--- config.mk ---
export PLATFORM = sky130hd
export DESIGN_NAME = sim_ctrl_sequencer
export DESIGN_NICKNAME = d
export VERILOG_FILES = /design/src/rtl/sim_ctrl_sequencer.sv
export SDC_FILE = /design/constraint.sdc
export NUM_CORES = 1
export LEC_CHECK = 0
export BUFFER_PORTS_ARGS = -buffer_cell sky130_fd_sc_hd__buf_2
export CAP_MARGIN = 40
export CORE_ASPECT_RATIO = 1.75
export CORE_MARGIN = 10
export CORE_UTILIZATION = 45
export DETAILED_ROUTE_END_ITERATION = 8
export GPL_ROUTABILITY_DRIVEN = 0
export HOLD_SLACK_MARGIN = 0.1
export PLACE_DENSITY_LB_ADDON = 0.08
export SLEW_MARGIN = 10
export SYNTH_ARGS = -nofsm -noshare
export SYNTH_HDL_FRONTEND = slang
export SYNTH_SLANG_ARGS = --single-unit
--- constraint.sdc ---
create_clock -name clk_i -period 5.1 [get_ports clk_i]
set_input_delay 0.255 -clock clk_i [delete_from_list [all_inputs] [get_ports clk_i]]
set_output_delay 0.255 -clock clk_i [all_outputs]
set_load 0.01 [all_outputs]
--- src/rtl/sim_ctrl_sequencer.sv ---
// sim_ctrl_sequencer
//
// Simulation-control sequencer that sits beside the test harness. It does
// three things:
//   1. Drives a multi-pulse, active-low reset train into the DUT after start.
//   2. Polls one or more host channels over a valid/ready style handshake.
//   3. Folds the per-channel exit words into one sticky verdict.
//
// Ports
//   clk_i            clock
//   rst_i            synchronous active-high reset
//   start_i          starts the sequence (only looked at while idle)
//   dut_rst_no       DUT reset, active low
//   poll_req_o       poll request valid
//   poll_chan_o      channel being polled
//   poll_rsp_valid_i host response; completes the handshake while poll_req_o=1
//   poll_rsp_data_i  exit word; zero means the channel is still running
//   chan_done_o      per-channel terminated flags
//   done_o           sequence finished (sticky)
//   success_o        every channel exited with code 0
//   timeout_o        poll-round limit reached
//   exit_code_o      code of the first failing channel
//   fail_chan_o      index of the first failing (or, on timeout, undone) channel
module sim_ctrl_sequencer #(
    parameter int NumChannels     = 1,
    parameter int DataWidth       = 32,
    parameter int ResetPulses     = 2,
    parameter int ResetLowCycles  = 10,
    parameter int ResetHighCycles = 10,
    parameter int PollCycles      = 200,
    parameter int MaxPolls        = 0,
    localparam int CW = (NumChannels > 1) ? $clog2(NumChannels) : 1
) (
    input  logic                   clk_i,
    input  logic                   rst_i,
    input  logic                   start_i,
    output logic                   dut_rst_no,
    output logic                   poll_req_o,
    output logic [CW-1:0]          poll_chan_o,
    input  logic                   poll_rsp_valid_i,
    input  logic [DataWidth-1:0]   poll_rsp_data_i,
    output logic [NumChannels-1:0] chan_done_o,
    output logic                   done_o,
    output logic                   success_o,
    output logic                   timeout_o,
    output logic [DataWidth-2:0]   exit_code_o,
    output logic [CW-1:0]          fail_chan_o
);

    localparam int MaxCyc = (ResetLowCycles > ResetHighCycles)
                          ? ((ResetLowCycles > PollCycles) ? ResetLowCycles : PollCycles)
                          : ((ResetHighCycles > PollCycles) ? ResetHighCycles : PollCycles);
    localparam int CNTW = $clog2(MaxCyc) + 1;
    localparam int PW   = $clog2(ResetPulses + 1);
    localparam int RW   = (MaxPolls > 0) ? $clog2(MaxPolls + 1) : 1;

    localparam logic [CNTW-1:0] LO_LAST   = CNTW'(ResetLowCycles - 1);
    localparam logic [CNTW-1:0] HI_LAST   = CNTW'(ResetHighCycles - 1);
    localparam logic [CNTW-1:0] WAIT_LAST = CNTW'(PollCycles - 1);
    localparam logic [PW-1:0]   PULSES    = PW'(ResetPulses);
    localparam logic [RW-1:0]   ROUND_MAX = RW'(MaxPolls);

    typedef enum logic [2:0] {
        S_IDLE, S_RST_LO, S_RST_HI, S_POLL, S_WAIT, S_DONE
    } state_t;

    state_t                   state_reg, state_next;
    logic [CNTW-1:0]          cnt_reg, cnt_next;
    logic [PW-1:0]            pulse_reg, pulse_next;
    logic [CW-1:0]            chan_reg, chan_next;
    logic [RW-1:0]            round_reg, round_next, round_inc;
    logic [NumChannels-1:0]   mask_reg, mask_next, mask_upd;
    logic                     done_reg, done_next;
    logic                     success_reg, success_next;
    logic                     timeout_reg, timeout_next;
    logic [DataWidth-2:0]     exit_code_reg, exit_code_next;
    logic [CW-1:0]            fail_chan_reg, fail_chan_next;

    logic                     hs;
    logic                     rsp_nz;
    logic [DataWidth-2:0]     code_reg [NumChannels];
    // Stored codes as they will look after this cycle's handshake, so the
    // verdict can be computed in the same cycle as the final handshake.
    logic [DataWidth-2:0]     code_upd [NumChannels];
    logic [NumChannels-1:0]   code_nz;

    assign hs     = (state_reg == S_POLL) && poll_rsp_valid_i;
    assign rsp_nz = |poll_rsp_data_i;

    genvar gi;
    generate
        for (gi = 0; gi < NumChannels; gi++) begin : g_chan
            logic chan_hit;
            assign chan_hit = hs && rsp_nz && (chan_reg == CW'(gi));

            always_ff @(posedge clk_i) begin
                if (rst_i) begin
                    code_reg[gi] <= '0;
                end else if (chan_hit) begin
                    code_reg[gi] <= poll_rsp_data_i[DataWidth-1:1];
                end
            end

            assign code_upd[gi] = chan_hit ? poll_rsp_data_i[DataWidth-1:1] : code_reg[gi];
            assign mask_upd[gi] = mask_reg[gi] | chan_hit;
            assign code_nz[gi]  = |code_upd[gi];
        end
    endgenerate

    function automatic logic [CW-1:0] lowest_clear(input logic [NumChannels-1:0] m);
        logic [CW-1:0] idx;
        idx = '0;
        for (int i = NumChannels - 1; i >= 0; i--) begin
            if (!m[i]) idx = CW'(i);
        end
        return idx;
    endfunction

    // Next undone channel above the current one, judged on the updated mask.
    logic          next_found;
    logic [CW-1:0] next_chan;
    always_comb begin
        next_found = 1'b0;
        next_chan  = '0;
        for (int i = NumChannels - 1; i >= 0; i--) begin
            if ((CW'(i) > chan_reg) && !mask_upd[i]) begin
                next_found = 1'b1;
                next_chan  = CW'(i);
            end
        end
    end

    // Lowest-index channel that reported a nonzero code.
    logic                 fail_found;
    logic [CW-1:0]        fail_idx;
    logic [DataWidth-2:0] fail_code;
    always_comb begin
        fail_found = 1'b0;
        fail_idx   = '0;
        fail_code  = '0;
        for (int i = NumChannels - 1; i >= 0; i--) begin
            if (code_nz[i]) begin
                fail_found = 1'b1;
                fail_idx   = CW'(i);
                fail_code  = code_upd[i];
            end
        end
    end

    // Round counter saturates at the limit so it can never wrap.
    assign round_inc = (round_reg != ROUND_MAX) ? round_reg + 1'b1 : round_reg;

    always_ff @(posedge clk_i) begin
        if (rst_i) begin
            state_reg     <= S_IDLE;
            cnt_reg       <= '0;
            pulse_reg     <= '0;
            chan_reg      <= '0;
            round_reg     <= '0;
            mask_reg      <= '0;
            done_reg      <= 1'b0;
            success_reg   <= 1'b0;
            timeout_reg   <= 1'b0;
            exit_code_reg <= '0;
            fail_chan_reg <= '0;
        end else begin
            state_reg     <= state_next;
            cnt_reg       <= cnt_next;
            pulse_reg     <= pulse_next;
            chan_reg      <= chan_next;
            round_reg     <= round_next;
            mask_reg      <= mask_next;
            done_reg      <= done_next;
            success_reg   <= success_next;
            timeout_reg   <= timeout_next;
            exit_code_reg <= exit_code_next;
            fail_chan_reg <= fail_chan_next;
        end
    end

    always_comb begin
        state_next     = state_reg;
        cnt_next       = cnt_reg;
        pulse_next     = pulse_reg;
        chan_next      = chan_reg;
        round_next     = round_reg;
        mask_next      = mask_reg;
        done_next      = done_reg;
        success_next   = success_reg;
        timeout_next   = timeout_reg;
        exit_code_next = exit_code_reg;
        fail_chan_next = fail_chan_reg;

        unique case (state_reg)
            S_IDLE: begin
                if (start_i) begin
                    state_next = S_RST_LO;
                    cnt_next   = '0;
                    pulse_next = PW'(1);
                end
            end
            S_RST_LO: begin
                if (cnt_reg == LO_LAST) begin
                    cnt_next = '0;
                    if (pulse_reg < PULSES) begin
                        state_next = S_RST_HI;
                    end else begin
                        state_next = S_POLL;
                        chan_next  = lowest_clear(mask_reg);
                    end
                end else begin
                    cnt_next = cnt_reg + 1'b1;
                end
            end
            S_RST_HI: begin
                if (cnt_reg == HI_LAST) begin
                    cnt_next   = '0;
                    pulse_next = pulse_reg + 1'b1;
                    state_next = S_RST_LO;
                end else begin
                    cnt_next = cnt_reg + 1'b1;
                end
            end
            S_POLL: begin
                if (hs) begin
                    mask_next = mask_upd;
                    if (next_found) begin
                        chan_next = next_chan;
                    end else begin
                        round_next = round_inc;
                        if (&mask_upd) begin
                            state_next     = S_DONE;
                            done_next      = 1'b1;
                            success_next   = !fail_found;
                            exit_code_next = fail_code;
                            fail_chan_next = fail_idx;
                        end else if ((MaxPolls != 0) && (round_inc == ROUND_MAX)) begin
                            state_next     = S_DONE;
                            done_next      = 1'b1;
                            timeout_next   = 1'b1;
                            success_next   = 1'b0;
                            exit_code_next = '0;
                            fail_chan_next = lowest_clear(mask_upd);
                        end else begin
                            state_next = S_WAIT;
                            cnt_next   = '0;
                        end
                    end
                end
            end
            S_WAIT: begin
                if (cnt_reg == WAIT_LAST) begin
                    cnt_next   = '0;
                    state_next = S_POLL;
                    chan_next  = lowest_clear(mask_reg);
                end else begin
                    cnt_next = cnt_reg + 1'b1;
                end
            end
            S_DONE: begin
                state_next = S_DONE;
            end
            default: begin
                state_next = S_IDLE;
            end
        endcase
    end

    assign dut_rst_no  = !((state_reg == S_IDLE) || (state_reg == S_RST_LO));
    assign poll_req_o  = (state_reg == S_POLL);
    assign poll_chan_o = chan_reg;
    assign chan_done_o = mask_reg;
    assign done_o      = done_reg;
    assign success_o   = success_reg;
    assign timeout_o   = timeout_reg;
    assign exit_code_o = exit_code_reg;
    assign fail_chan_o = fail_chan_reg;

endmodule

==> results of run 1 <==
cell usage in the layout (no fill, tap or decap), drive strengths merged, types with 10 or more instances in the layout:
cell type / n
buf: 75
nand2: 68
dfxtp: 48
nand3: 37
and2: 35
a31oi: 31
edfxtp: 31
nor2: 16
nor4: 14
clkbuf: 13
a21oi: 10
worst max-delay path by stage:
| stage | from | end | slack [ps] | cells after the start |
|---|---|---|---|---|
| floorplan | poll_rsp_data_i[24] | code_reg[0][0] | 2810 | 5 |
| detailed placement | state_reg[1] | exit_code_o[6] | 2100 | 8 |
| global placement | state_reg[1] | exit_code_o[23] | 2050 | 8 |
| finish | state_reg[1] | exit_code_o[28] | 2100 | 8 |
| global route | state_reg[1] | exit_code_o[10] | 1770 | 8 |
| CTS | state_reg[1] | exit_code_o[29] | 2080 | 8 |
routing by layer:
metal	vias up	track usage	wire length, um
met5	-	0	0
met4	0	0.0548	53
met3	4	0.0494	484
met2	74	0.265	4960
met1	1428	0.177	3810
li1	1516	-	-
kinds of logic after synthesis:
| logic type | share of synthesized area |
|---|---|
| AND/OR/NAND/NOR | 0.287 |
| flip-flops | 0.522 |
| AO/OA/AOI/OAI | 0.116 |
| buffers and inverters | 0.0518 |
| XOR/XNOR | 0.0121 |
| adder cells (fa/ha/maj) | 0.00691 |
| other | 0.00104 |
| multiplexers | 0.00276 |
power by group:
group          leakage (nW)  total, mW  internal [mW]  switching [mW]
sequential            0.708      0.745          0.700          0.0449
combinational         0.770      0.256         0.0975           0.158
clock                 0.164      0.732          0.492           0.240
total                  1.64       1.73           1.29           0.443
final cells by class:
type                       count  area (um^2)
timing repair buffer          75          405
tap                           90          113
fill                         762         3580
inverter                       7         26.3
multi-input combinational    277         1550
clock inverter                 3         90.1
clock buffer                  13          250
sequential                    79         1890
worst register-to-register path: cells and delay by family, from the launching register on:
family | cells | cell delay (ps)
AO/OA/AOI/OAI | 2 | 280
buffers and inverters | 2 | 820
flip-flops | 1 | 550
AND/OR/NAND/NOR | 4 | 1230
==> results.cfg, run 1 <==
[clocking]
cts_resized = 0
root_buffer = clkbuf_16
cts.sink_count = 79
h-tree-depth = 3
clk_pin_slew_ps = 60
cts_setup_buffers = 0
cts_tree = done
cts_made_buffers = 9
insertion_delay_ps = 330
clk_path_buf_depth = 2
hold_buffers = 0

[critical_path]
cp_cell_sequence = nand2_1, nor2_1, and2_2, buf_4, o211ai_1, nand2b_1, buf_4, a31oi_1
worst-path-buf-inv = 2
arrival_ps = 3210
ff2ff_setup_slack_ps = 2100
r2r-start = state_reg[1]
r2r-end = exit_code_o[28]
crit_path_max_incr_delay_ps = 550
path_common_cell = buf_4
crit_required_ps = 5310
critPathKind = reg -> reg
cp-end-kind = flop
start_kind = flop
path_delay_family = simple AND/OR/NAND/NOR gates
r2r_cells = 8
critPathMaxFanout = 39
crit_slowest_cell = dfxtp_1

[global_route]
gr-total-overflow = 0
grt_max_degree = 40
grt_pass1_vias = 3152
antenna_found_initial = 0
grt_use_total = 0.157
grt_first_pass_wirelength_um = 15400

[placed_design]
dpl-instance-area_um2 = 3990
numPortBuffers = 71
hpwlAfterDp_um = 6750
placed_cells = 528
place_ws_ps = 2100

[power]
leakagePower_nw = 1.64
total_power_mw = 1.73
p_per_area_nw_per_um2 = 400
peakVddDrop_mv = 0.271

[floorplanning]
top_level_ports = 75
start_util = 0.458
fp.dieW_um = 87.8
core_region_area_um2 = 7910
rows = 43
die_area_um2 = 12200
die_y_um = 139

[final_layout]
drive_gt1_frac = 0.220
final_util = 0.548
areaGrowthSynthToFinish_pct = 19.6
n_antenna_cell = 0
layoutNonFillerInstCount = 544
finalInstanceArea_um2 = 4330
final_nets = 487

[timing]
finalSetupTns_ps = 0
hold_viol_final = 0
clock_skew_ps = 8.42
setup_ws_ps = 2100
final.period_utilization = 0.588
rsz0062_at_grt = no
fin_hold_ws_ps = 161
finalMaxSlewViolations = 0
max-slew-margin-rel = 0.512
fin_crit_ps = 3000
setup_viol = 0
max_freq_ghz = 0.333
worst_pin_slew_ps = 732

[detailed_routing]
wire_per_inst_um = 17.1
vias = 3022
drcViolationCount = 0
antenna_left = 0
drtIter0Drc = 152
vias_per_cell = 5.56
routed_wl_um = 9310
dr.pass1.iters = 4

[logic_synthesis]
synth_most_common_cell = nand2_1
synth-seq-area-share = 0.522
synth_warnings = 0
async_flop_share = 0
synth_area_leaders = dfxtp_1, edfxtp_1, nand2_1
synth_edf_count = 31
ys_types = 49
yosysTopAreaCell = dfxtp_1
yosys-top-cells-count = nand2_1, dfxtp_1, nand3_1, and2_1
synth_seq_cells = 79
synthesis.area_um2 = 3620
synthDominantCellAreaShare = 0.265
synth_top_flop_cell = dfxtp_1
syn_inst = 388
synth_area_per_cell_um2 = 9.34

[hold_path]
min_path_cells = 2
whs_endpoint = pulse_reg[1]
hp-class = in -> reg
worstHoldStart = start_i

[flow_run]
maxCapViolations = 0

[status]
status = finished, final reports clean
Power figures use the tool's default switching activity.
==> run 2: changes to the inputs <==
--- a/config.mk
+++ b/config.mk
@@ -5,6 +5,7 @@
 export SDC_FILE = /design/constraint.sdc
 export NUM_CORES = 1
 export LEC_CHECK = 0
+export ABC_AREA = 1
 export BUFFER_PORTS_ARGS = -buffer_cell sky130_fd_sc_hd__buf_2
 export CAP_MARGIN = 40
 export CORE_ASPECT_RATIO = 1.75
==> constraint.sdc (replaced) <==
create_clock -name clk_i -period 2.9 [get_ports clk_i]
set_input_delay 0.145 -clock clk_i [delete_from_list [all_inputs] [get_ports clk_i]]
set_output_delay 0.145 -clock clk_i [all_outputs]
set_load 0.01 [all_outputs]
==> run 2 against run 1 <==
Net effect: first-iteration DRC count rose by 34%; final area up 3.1%; critical path depth rose by 3; critical path type unchanged.
==> results.cfg, run 2 <==
[global_route]
grt_first_pass_wirelength_um = 16100
gr-total-overflow = 0
grt_use_total = 0.162
grt_max_degree = 47
grt_pass1_vias = 3349
antenna_found_initial = 0

[placed_design]
numPortBuffers = 71
hpwlAfterDp_um = 7620
placed_cells = 650

[timing]
setup_viol = 0
rsz0062_at_grt = no
finalMaxSlewViolations = 0
max-slew-margin-rel = 0.549
fin_crit_ps = 2350
worst_pin_slew_ps = 675
max_freq_ghz = 0.426
finalSetupTns_ps = 0
hold_viol_final = 0
final.period_utilization = 0.809
clock_skew_ps = 4.79

[clocking]
h-tree-depth = 3
clk_path_buf_depth = 2
insertion_delay_ps = 330
cts_resized = 0
clk_pin_slew_ps = 60
cts_made_buffers = 9
cts_setup_buffers = 0
cts.sink_count = 79
hold_buffers = 0
root_buffer = clkbuf_16
cts_tree = done

[final_layout]
fillers = 853
drive_gt1_frac = 0.178
final_common_cell = nand2_1
layoutNonFillerInstCount = 666
final_nets = 607
final_cell_mix = nand2_1, nor2_1, buf_2
areaGrowthSynthToFinish_pct = 17.2
final_util = 0.541
n_antenna_cell = 0

[status]
status = finished, final reports clean

[critical_path]
crit_required_ps = 3100
path_common_cell = nor2_1
path_delay_family = simple AND/OR/NAND/NOR gates
start_kind = flop
cp-end-kind = flop
critPathKind = reg -> reg
crit_slowest_cell = inv_2
worst-path-buf-inv = 2
arrival_ps = 2550
cp_cell_sequence = nand3_4, nor2_4, o21ai_2, inv_2, nor2_4, nor2_2, nand2_4, inv_2, nor2_1, nor2_1, nor2_1
crit_path_max_incr_delay_ps = 560
critPathMaxFanout = 41

[logic_synthesis]
async_flop_share = 0
synth_top_flop_cell = dfxtp_1
synth_seq_cells = 79
synth_area_leaders = dfxtp_1, edfxtp_1, nand2_1
yosys-top-cells-count = nand2_1, nor2_1, dfxtp_1, inv_1, edfxtp_1
synthesis.area_um2 = 3810
synth_area_per_cell_um2 = 7.57
synthDominantCellAreaShare = 0.252
synth_edf_count = 31
yosysTopAreaCell = dfxtp_1
ys_types = 36
syn_inst = 503
synth_warnings = 0
synth_most_common_cell = nand2_1
synth-seq-area-share = 0.497

[power]
peakVddDrop_mv = 0.537
leakagePower_nw = 2.01
switching_power_mw = 0.786
clock_power_share = 0.368
switching_share = 0.280
p_seq_frac = 0.455
combPwrFrac = 0.177
p_per_area_nw_per_um2 = 628
total_power_mw = 2.81
internal_power_mw = 2.02

[detailed_routing]
drcViolationCount = 0
wl_met2_um = 5260
drt-met1-wl_um = 3920
wl_met3_um = 551
drtIter0Drc = 204
dr.pass1.iters = 4
antenna_left = 0
routed_wl_um = 9970
vias_per_cell = 5.12
highest_layer = met4
wire_per_inst_um = 15.0
vias = 3412

[floorplanning]
die_area_um2 = 12700
core_region_area_um2 = 8260
top_level_ports = 75
fp.dieW_um = 89.6
rows = 44
start_util = 0.461
die_y_um = 142

[hold_path]
hp-class = in -> reg

[flow_run]
maxCapViolations = 0
run 2: layout make-up:
type / count / area, um^2 / share of cell area
sequential: 79 / 1890 / 0.424
clock buffer: 16 / 272 / 0.0608
multi-input combinational: 357 / 1620 / 0.363
timing repair buffer: 76 / 393 / 0.0880
inverter: 46 / 173 / 0.0387
tap: 92 / 115 / 0.0258
run 2: cell families after synthesis:
kind of cell,Yosys count,share of synthesized area
DFF,79,0.497
buffers and inverters,69,0.0798
other,1,0.000984
adders and majority gates,2,0.00657
and+or+nand+nor,286,0.311
AOI/OAI and AO/OA,66,0.105
run 2: worst register-to-register path: cells and delay by family, from the launching register on:
| kind | cells | cell delay (ps) |
|---|---|---|
| compound gates | 1 | 70 |
| simple gates | 8 | 990 |
| buf+inv | 2 | 700 |
| flops | 1 | 460 |
run 2: stage by stage:
stage	hold WS, ps	worst slack (ps)	cell area [um^2]
floorplan	351	827	3820
global placement	447	637	4190
detailed placement	452	553	4190
CTS	141	536	4470
global route	156	289	4470
finish	151	553	4470
run 2: final timing paths:
check                            from               to  slack (ps)  depth (start not counted)
setup reg to reg         state_reg[1]        success_o         550                         11
hold reg to reg        exit_code_o[6]   exit_code_o[6]         460                          2
hold / removal    poll_rsp_data_i[20]  code_reg[0][19]         150                          3
setup / recovery         state_reg[1]        success_o         550                         11
run 2: power groups by stage:
stage	combinational (mW)	sequential, mW	clock [mW]
after global placement	0.494	1.30	0
after CTS	0.502	1.28	1.06
after global routing	0.569	1.28	1.11
after floorplan	0.359	1.29	0
final	0.496	1.28	1.03
after detailed placement	0.499	1.30	0
run 2: routing by layer:
| layer | global-route usage | up-vias |
|---|---|---|
| met5 | 0 | - |
| met4 | 0.0631 | 0 |
| met3 | 0.0401 | 17 |
| met2 | 0.282 | 93 |
| met1 | 0.181 | 1561 |
| li1 | - | 1741 |
==> run 3: changes to the inputs <==
--- a/config.mk
+++ b/config.mk
@@ -5,7 +5,7 @@
 export SDC_FILE = /design/constraint.sdc
 export NUM_CORES = 1
 export LEC_CHECK = 0
-export ABC_AREA = 1
+export ABC_AREA = 0
 export BUFFER_PORTS_ARGS = -buffer_cell sky130_fd_sc_hd__buf_2
 export CAP_MARGIN = 40
 export CORE_ASPECT_RATIO = 1.75
==> constraint.sdc (replaced) <==
create_clock -name clk_i -period 1.9 [get_ports clk_i]
set_input_delay 0.095 -clock clk_i [delete_from_list [all_inputs] [get_ports clk_i]]
set_output_delay 0.095 -clock clk_i [all_outputs]
set_load 0.01 [all_outputs]
==> run 3 against run 2 <==
Net effect: the flow now finishes with violations (negative setup slack); first-iteration DRC count rose by 4.9%; die area fell by 4.0%; maximum frequency rose by 21%; total power rose by 62%; highest routed layer unchanged.
==> results.cfg, run 3 (synthesis results as in run 1) <==
[status]
violations = negative setup slack
status = finished, violations left

[timing]
rsz0062_at_grt = yes
hold_viol_final = 0
finalSetupTns_ps = -786
fin_hold_ws_ps = 105
setup_ws_ps = -44.4
clock_skew_ps = 5.51
max_freq_ghz = 0.514
fin_crit_ps = 1940
final.period_utilization = 1.02
setup_viol = 30
finalMaxSlewViolations = 0

[hold_path]
worstHoldStart = poll_rsp_valid_i
whs_endpoint = state_reg[2]
hp-class = in -> reg
min_path_cells = 3

[global_route]
grt_use_total = 0.166
grt_first_pass_wirelength_um = 16400
gr-total-overflow = 0
grt_pass1_vias = 3372
grt_max_degree = 32
antenna_found_initial = 0

[power]
p_per_area_nw_per_um2 = 907
peakVddDrop_mv = 0.648
total_power_mw = 4.54
leakagePower_nw = 1.99

[placed_design]
hpwlAfterDp_um = 7300
numPortBuffers = 71

[floorplanning]
die_area_um2 = 12200
top_level_ports = 75
core_region_area_um2 = 7910
start_util = 0.458
die_y_um = 139
fp.dieW_um = 87.8
rows = 43

[critical_path]
cp-end-kind = flop
r2r-end = exit_code_o[13]
crit_start = code_reg[0][10]
critPathKind = reg -> reg
arrival_ps = 2150
start_kind = flop
r2r-start = code_reg[0][10]
ff2ff_setup_slack_ps = -40
critPathMaxFanout = 15
crit_required_ps = 2110
r2r_cells = 8

[final_layout]
areaGrowthSynthToFinish_pct = 38.3
drive_gt1_frac = 0.331
final_nets = 561
final_common_cell = buf_2
final_cell_mix = buf_2, nand2_1, buf_4
n_antenna_cell = 0

[detailed_routing]
vias_per_cell = 5.39
wire_per_inst_um = 16.6
highest_layer = met4
drt-met1-wl_um = 4070
drtIter0Drc = 214
wl_met2_um = 5590
routed_wl_um = 10200
dr.pass1.iters = 4
vias = 3330
drcViolationCount = 0
antenna_left = 0
wl_met3_um = 326

[clocking]
cts_made_buffers = 9
cts_tree = done
h-tree-depth = 3
clk_path_buf_depth = 2
cts.sink_count = 79
insertion_delay_ps = 330
clk_pin_slew_ps = 60
root_buffer = clkbuf_16

[flow_run]
maxCapViolations = 0
-- run 3: worst max-delay path, stage by stage (launching register included) --
cell	delay, ps
edfxtp_1	400
or4_4	540
nor4_4	130
and4b_1	220
o211ai_1	100
nand2b_1	110
buf_4	130
buf_16	140
a31oi_1	50
-- run 3: routing by layer --
layer,up-vias,global-route usage
li1,1671,-
met1,1568,0.192
met2,73,0.283
met3,18,0.0247
met4,0,0.0818
met5,-,0
-- run 3: area by class of cell --
cell class / instances / area (um^2)
Fill cell: 671 / 2900
Sequential cell: 79 / 1890
Multi-Input combinational cell: 279 / 1690
Timing Repair Buffer: 147 / 1020
Clock buffer: 15 / 258
Tap cell: 90 / 113
Inverter: 7 / 26.3
Clock inverter: 1 / 5.00
-- run 3: how the worst max path moves through the flow --
stage	end	depth (start not counted)
global placement	code_reg[0][8]	7
finish	exit_code_o[13]	8
floorplan	code_reg[0][0]	5
detailed placement	code_reg[0][8]	7
CTS	exit_code_o[3]	8
global route	exit_code_o[13]	8
-- run 3: power breakdown --
part | switching, mW | internal (mW) | leakage [nW] | total (mW)
combinational | 0.547 | 0.466 | 1.16 | 1.01
clock | 0.632 | 0.921 | 0.128 | 1.55
sequential | 0.0922 | 1.88 | 0.709 | 1.97
total | 1.27 | 3.27 | 1.99 | 4.54
-- run 3: metrics by stage --
| stage | utilization | instances | worst slack, ps | area [um^2] |
|---|---|---|---|---|
| after floorplan | - | 390 | -59.6 | 3690 |
| after global placement | 0.568 | 583 | -358 | 4490 |
| after detailed placement | 0.568 | 583 | -344 | 4490 |
| after CTS | 0.625 | 615 | -57.9 | 4940 |
| after global routing | 0.633 | 618 | -140 | 5010 |
| final | 0.633 | 618 | -44.4 | 5010 |
-- run 3: repair_timing --
action,CTS,global route
setup endpoints to repair,66,105
gates cloned,1,2
setup buffers,4,1
pin swaps,2,1
hold endpoints to repair,16,0
hold buffers,11,0
gates resized for setup,6,9
